==> src/rtl/multiplier_seq_if.sv <==
// Operand/product handshake bundle for multiplier_seq.
// signed_mode exists only when MULT_SIGNED_EN is defined.
interface multiplier_seq_if #(
  parameter int W = 8
);
  logic           in_valid;
  logic           in_ready;
  logic [W-1:0]   x;
  logic [W-1:0]   y;
`ifdef MULT_SIGNED_EN
  logic           signed_mode;
`endif
  logic           out_valid;
  logic           out_ready;
  logic [2*W-1:0] o;

`ifdef MULT_SIGNED_EN
  modport master (output in_valid, x, y, signed_mode, out_ready,
                  input  in_ready, out_valid, o);
  modport slave  (input  in_valid, x, y, signed_mode, out_ready,
                  output in_ready, out_valid, o);
`else
  modport master (output in_valid, x, y, out_ready,
                  input  in_ready, out_valid, o);
  modport slave  (input  in_valid, x, y, out_ready,
                  output in_ready, out_valid, o);
`endif
endinterface

==> src/rtl/multiplier_seq.sv <==
// Radix-2^K sequential shift-add multiplier, W x W -> 2W, K multiplier bits per clock.
// Define MULT_SIGNED_EN to add the per-transaction signed_mode input and sign correction.
module multiplier_seq #(
  parameter int W = 8,
  parameter int K = 2
) (
  input  logic                   clk,
  input  logic                   rst,
  multiplier_seq_if.slave        mul_if,
  output logic [1:0]             state_dbg_o
);

  localparam int NDIG = W / K;
  localparam int CW   = (NDIG > 1) ? $clog2(NDIG) : 1;
  localparam logic [CW-1:0] LAST_DIG = CW'(NDIG - 1);

  localparam logic [1:0] IDLE = 2'd0;
  localparam logic [1:0] CALC = 2'd1;
  localparam logic [1:0] DONE = 2'd2;

  logic [1:0]     state_q, state_d;
  logic [CW-1:0]  cnt_q, cnt_d;
  logic [2*W-1:0] acc_q, acc_d;
  logic [2*W-1:0] mcand_q, mcand_d;
  logic [W-1:0]   mplier_q, mplier_d;
  logic [2*W-1:0] digit_ext, pp, x_ext;
`ifdef MULT_SIGNED_EN
  logic           sgn_q, sgn_d;
`endif

  // Handshakes: a transfer happens on any rising edge where valid && ready are both high;
  // ready/valid are decoded from state only, so neither depends on the partner's signal.
  assign mul_if.in_ready  = (state_q == IDLE);
  assign mul_if.out_valid = (state_q == DONE);
  assign mul_if.o         = acc_q;
  assign state_dbg_o      = state_q;

  always_comb begin
    state_d  = state_q;
    cnt_d    = cnt_q;
    acc_d    = acc_q;
    mcand_d  = mcand_q;
    mplier_d = mplier_q;
`ifdef MULT_SIGNED_EN
    sgn_d    = sgn_q;
`endif

    // mcand_q is x pre-shifted to the current digit's weight; mplier_q shifts the next digit down.
    digit_ext = {{(2*W-K){1'b0}}, mplier_q[K-1:0]};
    pp        = mcand_q * digit_ext;
    x_ext     = {{W{1'b0}}, mul_if.x};
`ifdef MULT_SIGNED_EN
    // The MSB of y weighs -2^(W-1); the top digit added it as +2^(W-1), so remove 2 * x * 2^(W-1).
    if (sgn_q && (cnt_q == LAST_DIG) && mplier_q[K-1]) begin
      pp = pp - (mcand_q << K);
    end
    if (mul_if.signed_mode) begin
      x_ext = {{W{mul_if.x[W-1]}}, mul_if.x};
    end
`endif

    case (state_q)
      IDLE: begin
        if (mul_if.in_valid) begin
          state_d  = CALC;
          cnt_d    = '0;
          acc_d    = '0;
          mcand_d  = x_ext;
          mplier_d = mul_if.y;
`ifdef MULT_SIGNED_EN
          sgn_d    = mul_if.signed_mode;
`endif
        end
      end
      CALC: begin
        acc_d    = acc_q + pp;
        mcand_d  = mcand_q << K;
        mplier_d = mplier_q >> K;
        if (cnt_q == LAST_DIG) begin
          state_d = DONE;
          cnt_d   = '0;
        end else begin
          cnt_d   = cnt_q + CW'(1);
        end
      end
      DONE: begin
        if (mul_if.out_ready) begin
          state_d = IDLE;
        end
      end
      default: state_d = IDLE;
    endcase
  end

  always_ff @(posedge clk) begin
    if (rst) begin
      state_q  <= IDLE;
      cnt_q    <= '0;
      acc_q    <= '0;
      mcand_q  <= '0;
      mplier_q <= '0;
`ifdef MULT_SIGNED_EN
      sgn_q    <= 1'b0;
`endif
    end else begin
      state_q  <= state_d;
      cnt_q    <= cnt_d;
      acc_q    <= acc_d;
      mcand_q  <= mcand_d;
      mplier_q <= mplier_d;
`ifdef MULT_SIGNED_EN
      sgn_q    <= sgn_d;
`endif
    end
  end

endmodule

==> src/flat_wrapper.sv <==
// flat-port wrapper written by rule: the top's interface ports become plain ports
module multiplier_seq_flat 
#(
  parameter int W = 8,
  parameter int K = 2
)
  (clk, rst, state_dbg_o, mul_if_in_valid, mul_if_x, mul_if_y, mul_if_out_ready, mul_if_in_ready, mul_if_out_valid, mul_if_o);
  multiplier_seq_if #(.W(W)) mul_if_i ();
  input  logic clk;
  input  logic rst;
  output logic [1:0] state_dbg_o;
  input wire logic [$bits(mul_if_i.in_valid)-1:0] mul_if_in_valid;
  input wire logic [$bits(mul_if_i.x)-1:0] mul_if_x;
  input wire logic [$bits(mul_if_i.y)-1:0] mul_if_y;
  input wire logic [$bits(mul_if_i.out_ready)-1:0] mul_if_out_ready;
  output wire logic [$bits(mul_if_i.in_ready)-1:0] mul_if_in_ready;
  output wire logic [$bits(mul_if_i.out_valid)-1:0] mul_if_out_valid;
  output wire logic [$bits(mul_if_i.o)-1:0] mul_if_o;
  assign mul_if_i.in_valid = mul_if_in_valid;
  assign mul_if_i.x = mul_if_x;
  assign mul_if_i.y = mul_if_y;
  assign mul_if_i.out_ready = mul_if_out_ready;
  assign mul_if_in_ready = mul_if_i.in_ready;
  assign mul_if_out_valid = mul_if_i.out_valid;
  assign mul_if_o = mul_if_i.o;
  multiplier_seq #(.W(W), .K(K)) u_core (.clk(clk), .rst(rst), .mul_if(mul_if_i), .state_dbg_o(state_dbg_o));
endmodule
==> config.mk <==
export PLATFORM = sky130hd
export DESIGN_NAME = multiplier_seq_flat
export DESIGN_NICKNAME = d
export VERILOG_FILES = /design/src/rtl/multiplier_seq_if.sv /design/src/rtl/multiplier_seq.sv /design/src/flat_wrapper.sv
export SDC_FILE = /design/constraint.sdc
export NUM_CORES = 1
export LEC_CHECK = 0
export CAP_MARGIN = 30
export CORE_MARGIN = 3
export CORE_UTILIZATION = 26
export CTS_BUF_LIST = sky130_fd_sc_hd__clkbuf_8
export DETAILED_ROUTE_END_ITERATION = 10
export PLACE_DENSITY = 0.53
export SLEW_MARGIN = 0
export SYNTH_ARGS = -nofsm -noshare
export SYNTH_HDL_FRONTEND = slang
export SYNTH_SLANG_ARGS = --single-unit
==> constraint.sdc <==
create_clock -name clk -period 3.2 [get_ports clk]
set_input_delay 0.64 -clock clk [delete_from_list [all_inputs] [get_ports clk]]
set_output_delay 0.64 -clock clk [all_outputs]
set_load 0.05 [all_outputs]
==> flow_summary_export.csv <==
group,metric,value,unit
logic_synthesis,asyncSetResetFlopFracSynth,0,
critical_path,wp_data_required,3.44,ns
logic_synthesis,postSynthCellCount,386,
sta,finalHoldWorstSlack,0.4619,ns
critical_path,arrival,3.20,ns
critical_path,crit_path_start_kind,"register",
clock_tree,cts.path.max_buffers,2,
finish,syn2layout_area_growth,23.61,%
detailed_routing,detail_route.wirelength.met1,3.872,mm
clock_tree,cts_hold_buf,0,
detailed_routing,top_layer,"met4",
detailed_routing,ant_nets,0,
place,globalplace.congestion,0.8133,
global_routing,grt_pass1_vias,2604,
finish,postLayoutCoreUtil,0.3334,
floorplanning,initial_core_util,0.2698,
floorplanning,design.portCount,40,
clock_tree,tritoncts.num_buffers,5,
detailed_routing,routed_wl,7.541,mm
sta,timing.final.hold_violations,0,
detailed_routing,drt_first_iter_violations,130,
detailed_routing,route.detailed.drc,0,
clock_tree,clkSlewWorstSetupHoldPaths,0.10,ns
logic_synthesis,synth_flop_cell,"sky130_fd_sc_hd__dfxtp_1",
power_and_ir_drop,power_per_cell_area,344.8,nW/µm²
critical_path,worstSetupPathType,"reg -> reg",
power_and_ir_drop,power.static_leakage,0.001511,µW
detailed_routing,num_vias,2665,
sta,period_share,0.9253,
detailed_routing,routed-wl-met3,250,µm
place,placed_cells,557,
sta,setup_slack,0.2389,ns
global_routing,grt_first_pass_wirelength,12.60,mm
sta,max_freq,0.3377,GHz
clock_tree,clk_latency,0.30,ns
finish,finalNonFillerCells,565,
place,dp_hpwl,5.725,mm
sta,finalCriticalPeriod,2.961,ns
sta,finalMaxSlewViolations,0,
clock_tree,tritoncts_clock_tree,"yes",
place,port_buffers,39,
detailed_routing,avgRoutedWirePerCell,13.35,µm
finish,finalNetCount,475,
finish,filler_cell_count,1182,
clock_tree,buffers_inserted_during_post_cts_setup_optimization,0,
status,outcome,"complete, no violations",
clock_tree,clock_sinks,44,
sta,transition_at_the_pin_with_the_smallest_max_transition_slack,0.6044,ns
critical_path,critical_path_peak_fanout,7,
floorplanning,floorplan.die_area,12710,µm²
clock_tree,cts-htree-levels,2,
detailed_routing,routed-wl-met2,3.375,mm
logic_synthesis,yosysSeqAreaShare,0.2973,
clock_tree,post_cts_resize_count,0,
sta,final-setup-viol-count,0,
floorplanning,die-height,112.8,µm
logic_synthesis,avgSynthCellArea,7.676,µm²
clock_tree,ctsRootBufferMaster,"sky130_fd_sc_hd__clkbuf_8",
logic_synthesis,synth-edff-count,0,
floorplanning,floorplan.rows,38,
sta,slew_headroom,0.5965,
logic_synthesis,synth.ff_latch_count,44,
finish,antenna-diode-count,0,
finish,final_layout_size_suffix_gt1_frac,0.06353,
global_routing,antenna_found_initial,0,
logic_synthesis,synthesized_nets,437,
sta,rsz0062_at_grt,"no",
sta,fin_tns_setup,0,ns
logic_synthesis,netlist-cell-type-count,43,
logic_synthesis,synth.yosys.warnings,0,
detailed_routing,post_drt_via_cell_ratio,4.717,
global_routing,grt_overflow_total,0,
critical_path,end_kind,"register",
logic_synthesis,syn_area,2963,µm²
worst_hold_path,worstHoldPathType,"reg -> reg",
sta,skew,0.003069,ns
floorplanning,placeableCoreArea,10980,µm²
place,dpl_worst_slack,0.1970,ns
global_routing,track_usage,0.1197,
global_routing,grt_start_max_net_pins,38,
power_and_ir_drop,worst_vdd_rail_ir_drop,0.0001610,V
detailed_routing,firstDrtPassIters,4,
floorplanning,dieWidth,112.8,µm
run,cap_viol_max_count,0,
==> placed cells by master, fill, tap and decap left out, types with 10 or more instances in the layout <==
cell / synthesis / layout
sky130_fd_sc_hd__nor2b_1: 10 / 10
sky130_fd_sc_hd__inv_1: 46 / 46
sky130_fd_sc_hd__a22oi_1: 19 / 19
sky130_fd_sc_hd__buf_4: 0 / 13
sky130_fd_sc_hd__nand2_1: 50 / 50
sky130_fd_sc_hd__a21oi_1: 22 / 22
sky130_fd_sc_hd__o21ai_0: 10 / 10
sky130_fd_sc_hd__nor2_1: 58 / 58
sky130_fd_sc_hd__dfxtp_1: 44 / 43
sky130_fd_sc_hd__clkdlybuf4s50_1: 0 / 39
sky130_fd_sc_hd__ha_1: 16 / 16
sky130_fd_sc_hd__fa_1: 15 / 15
==> state kept, by name (all words and copies together), names as in the netlist <==
signal / flops
u_core.mcand_q: 16
u_core.state_dbg_o: 2
u_core.cnt_q: 2
u_core.mplier_q: 8
u_core.mul_if.o: 16
==> synth_stat cells (3+ instances only) <==
master / count / area, µm²
sky130_fd_sc_hd__fa_1: 15 / 300.3
sky130_fd_sc_hd__nor2_1: 58 / 217.7
sky130_fd_sc_hd__a311oi_1: 6 / 52.55
sky130_fd_sc_hd__nor3b_1: 3 / 22.52
sky130_fd_sc_hd__xor2_1: 4 / 35.03
sky130_fd_sc_hd__ha_1: 16 / 200.2
sky130_fd_sc_hd__inv_1: 46 / 172.7
sky130_fd_sc_hd__dfxtp_1: 44 / 880.8
sky130_fd_sc_hd__xnor2_1: 7 / 61.31
sky130_fd_sc_hd__o22ai_1: 5 / 31.28
sky130_fd_sc_hd__nand2_1: 50 / 187.7
sky130_fd_sc_hd__nor2b_1: 10 / 62.56
sky130_fd_sc_hd__nand2b_1: 5 / 31.28
sky130_fd_sc_hd__a21oi_1: 22 / 110.1
sky130_fd_sc_hd__o21ai_0: 10 / 50.05
sky130_fd_sc_hd__mux2i_1: 3 / 30.03
sky130_fd_sc_hd__nor3_1: 9 / 45.04
sky130_fd_sc_hd__a22oi_1: 19 / 142.6
sky130_fd_sc_hd__o21bai_1: 3 / 22.52
sky130_fd_sc_hd__clkbuf_1: 18 / 67.56
==> path summary, 6_finish.rpt <==
path | start | slack (ns) | depth (start not counted) | endpoint
worst max-delay path | u_core.mplier_q[1] | 0.24 | 12 | u_core.mul_if.o[15]
worst min-delay path | u_core.mul_if.o[15] | 0.46 | 1 | u_core.mul_if.o[15]
worst max register to register | u_core.mplier_q[1] | 0.24 | 12 | u_core.mul_if.o[15]
worst min register to register | u_core.mul_if.o[15] | 0.46 | 1 | u_core.mul_if.o[15]
==> through the flow <==
| step | power, µW | area [µm²] |
|---|---|---|
| floorplan | 737.2 | 2963 |
| global placement | 816.3 | 3546 |
| detailed placement | 817.7 | 3546 |
| CTS | 1280 | 3661 |
| global route | 1327 | 3662 |
| finish | 1263 | 3662 |
==> report_power, final <==
| group | switching [µW] | total, µW | leakage [µW] | internal [µW] |
|---|---|---|---|---|
| clock | 223 | 459 | 0.0000548 | 236 |
| combinational | 122 | 208 | 0.00110 | 86.9 |
| sequential | 25.9 | 596 | 0.000359 | 570 |
| total | 370 | 1260 | 0.00151 | 893 |
==> worst max-delay path: stages (launching register included) <==
cell and delay (ns):
sky130_fd_sc_hd__dfxtp_2 0.39, sky130_fd_sc_hd__buf_4 0.17, sky130_fd_sc_hd__buf_4 0.14, sky130_fd_sc_hd__nand2_1 0.08, sky130_fd_sc_hd__fa_1 0.50, sky130_fd_sc_hd__inv_1 0.04
sky130_fd_sc_hd__ha_1 0.34, sky130_fd_sc_hd__and3_1 0.24, sky130_fd_sc_hd__nand2_1 0.08, sky130_fd_sc_hd__or4_4 0.42, sky130_fd_sc_hd__and3_4 0.16, sky130_fd_sc_hd__o31a_1 0.23
sky130_fd_sc_hd__mux2i_1 0.12
==> metal layers <==
metal | GRT usage | vias to the layer above
met3 | 0.02299 | 6
li1 | - | 1352
met1 | 0.1710 | 1267
met2 | 0.1888 | 40
met4 | 0.02484 | 0
met5 | 0 | -
==> area by class of cell <==
class	instances	area (µm²)	area share
multi-input cells	274	1826	0.4985
clock inverters	3	46.29	0.01264
clock buffers	5	68.82	0.01879
inverters	47	176.4	0.04817
flip-flops and latches	44	882.1	0.2409
well taps	140	175.2	0.04783
repair buffers	52	488.0	0.1332
==> logic make-up (layout without fill, tap and decap cells) <==
logic type                 count (synthesis)  in the layout  share of synthesized area
AOI/OAI and AO/OA                         83             83                     0.1862
xor gates and xnor gates                  11             11                    0.03252
adders and majority gates                 31             31                     0.1689
buffers and inverters                     68            107                    0.08657
DFF                                       44             44                     0.2973
muxes                                      3              3                    0.01014
and+or+nand+nor                          146            146                     0.2183
(Power assumes the default switching activity.)
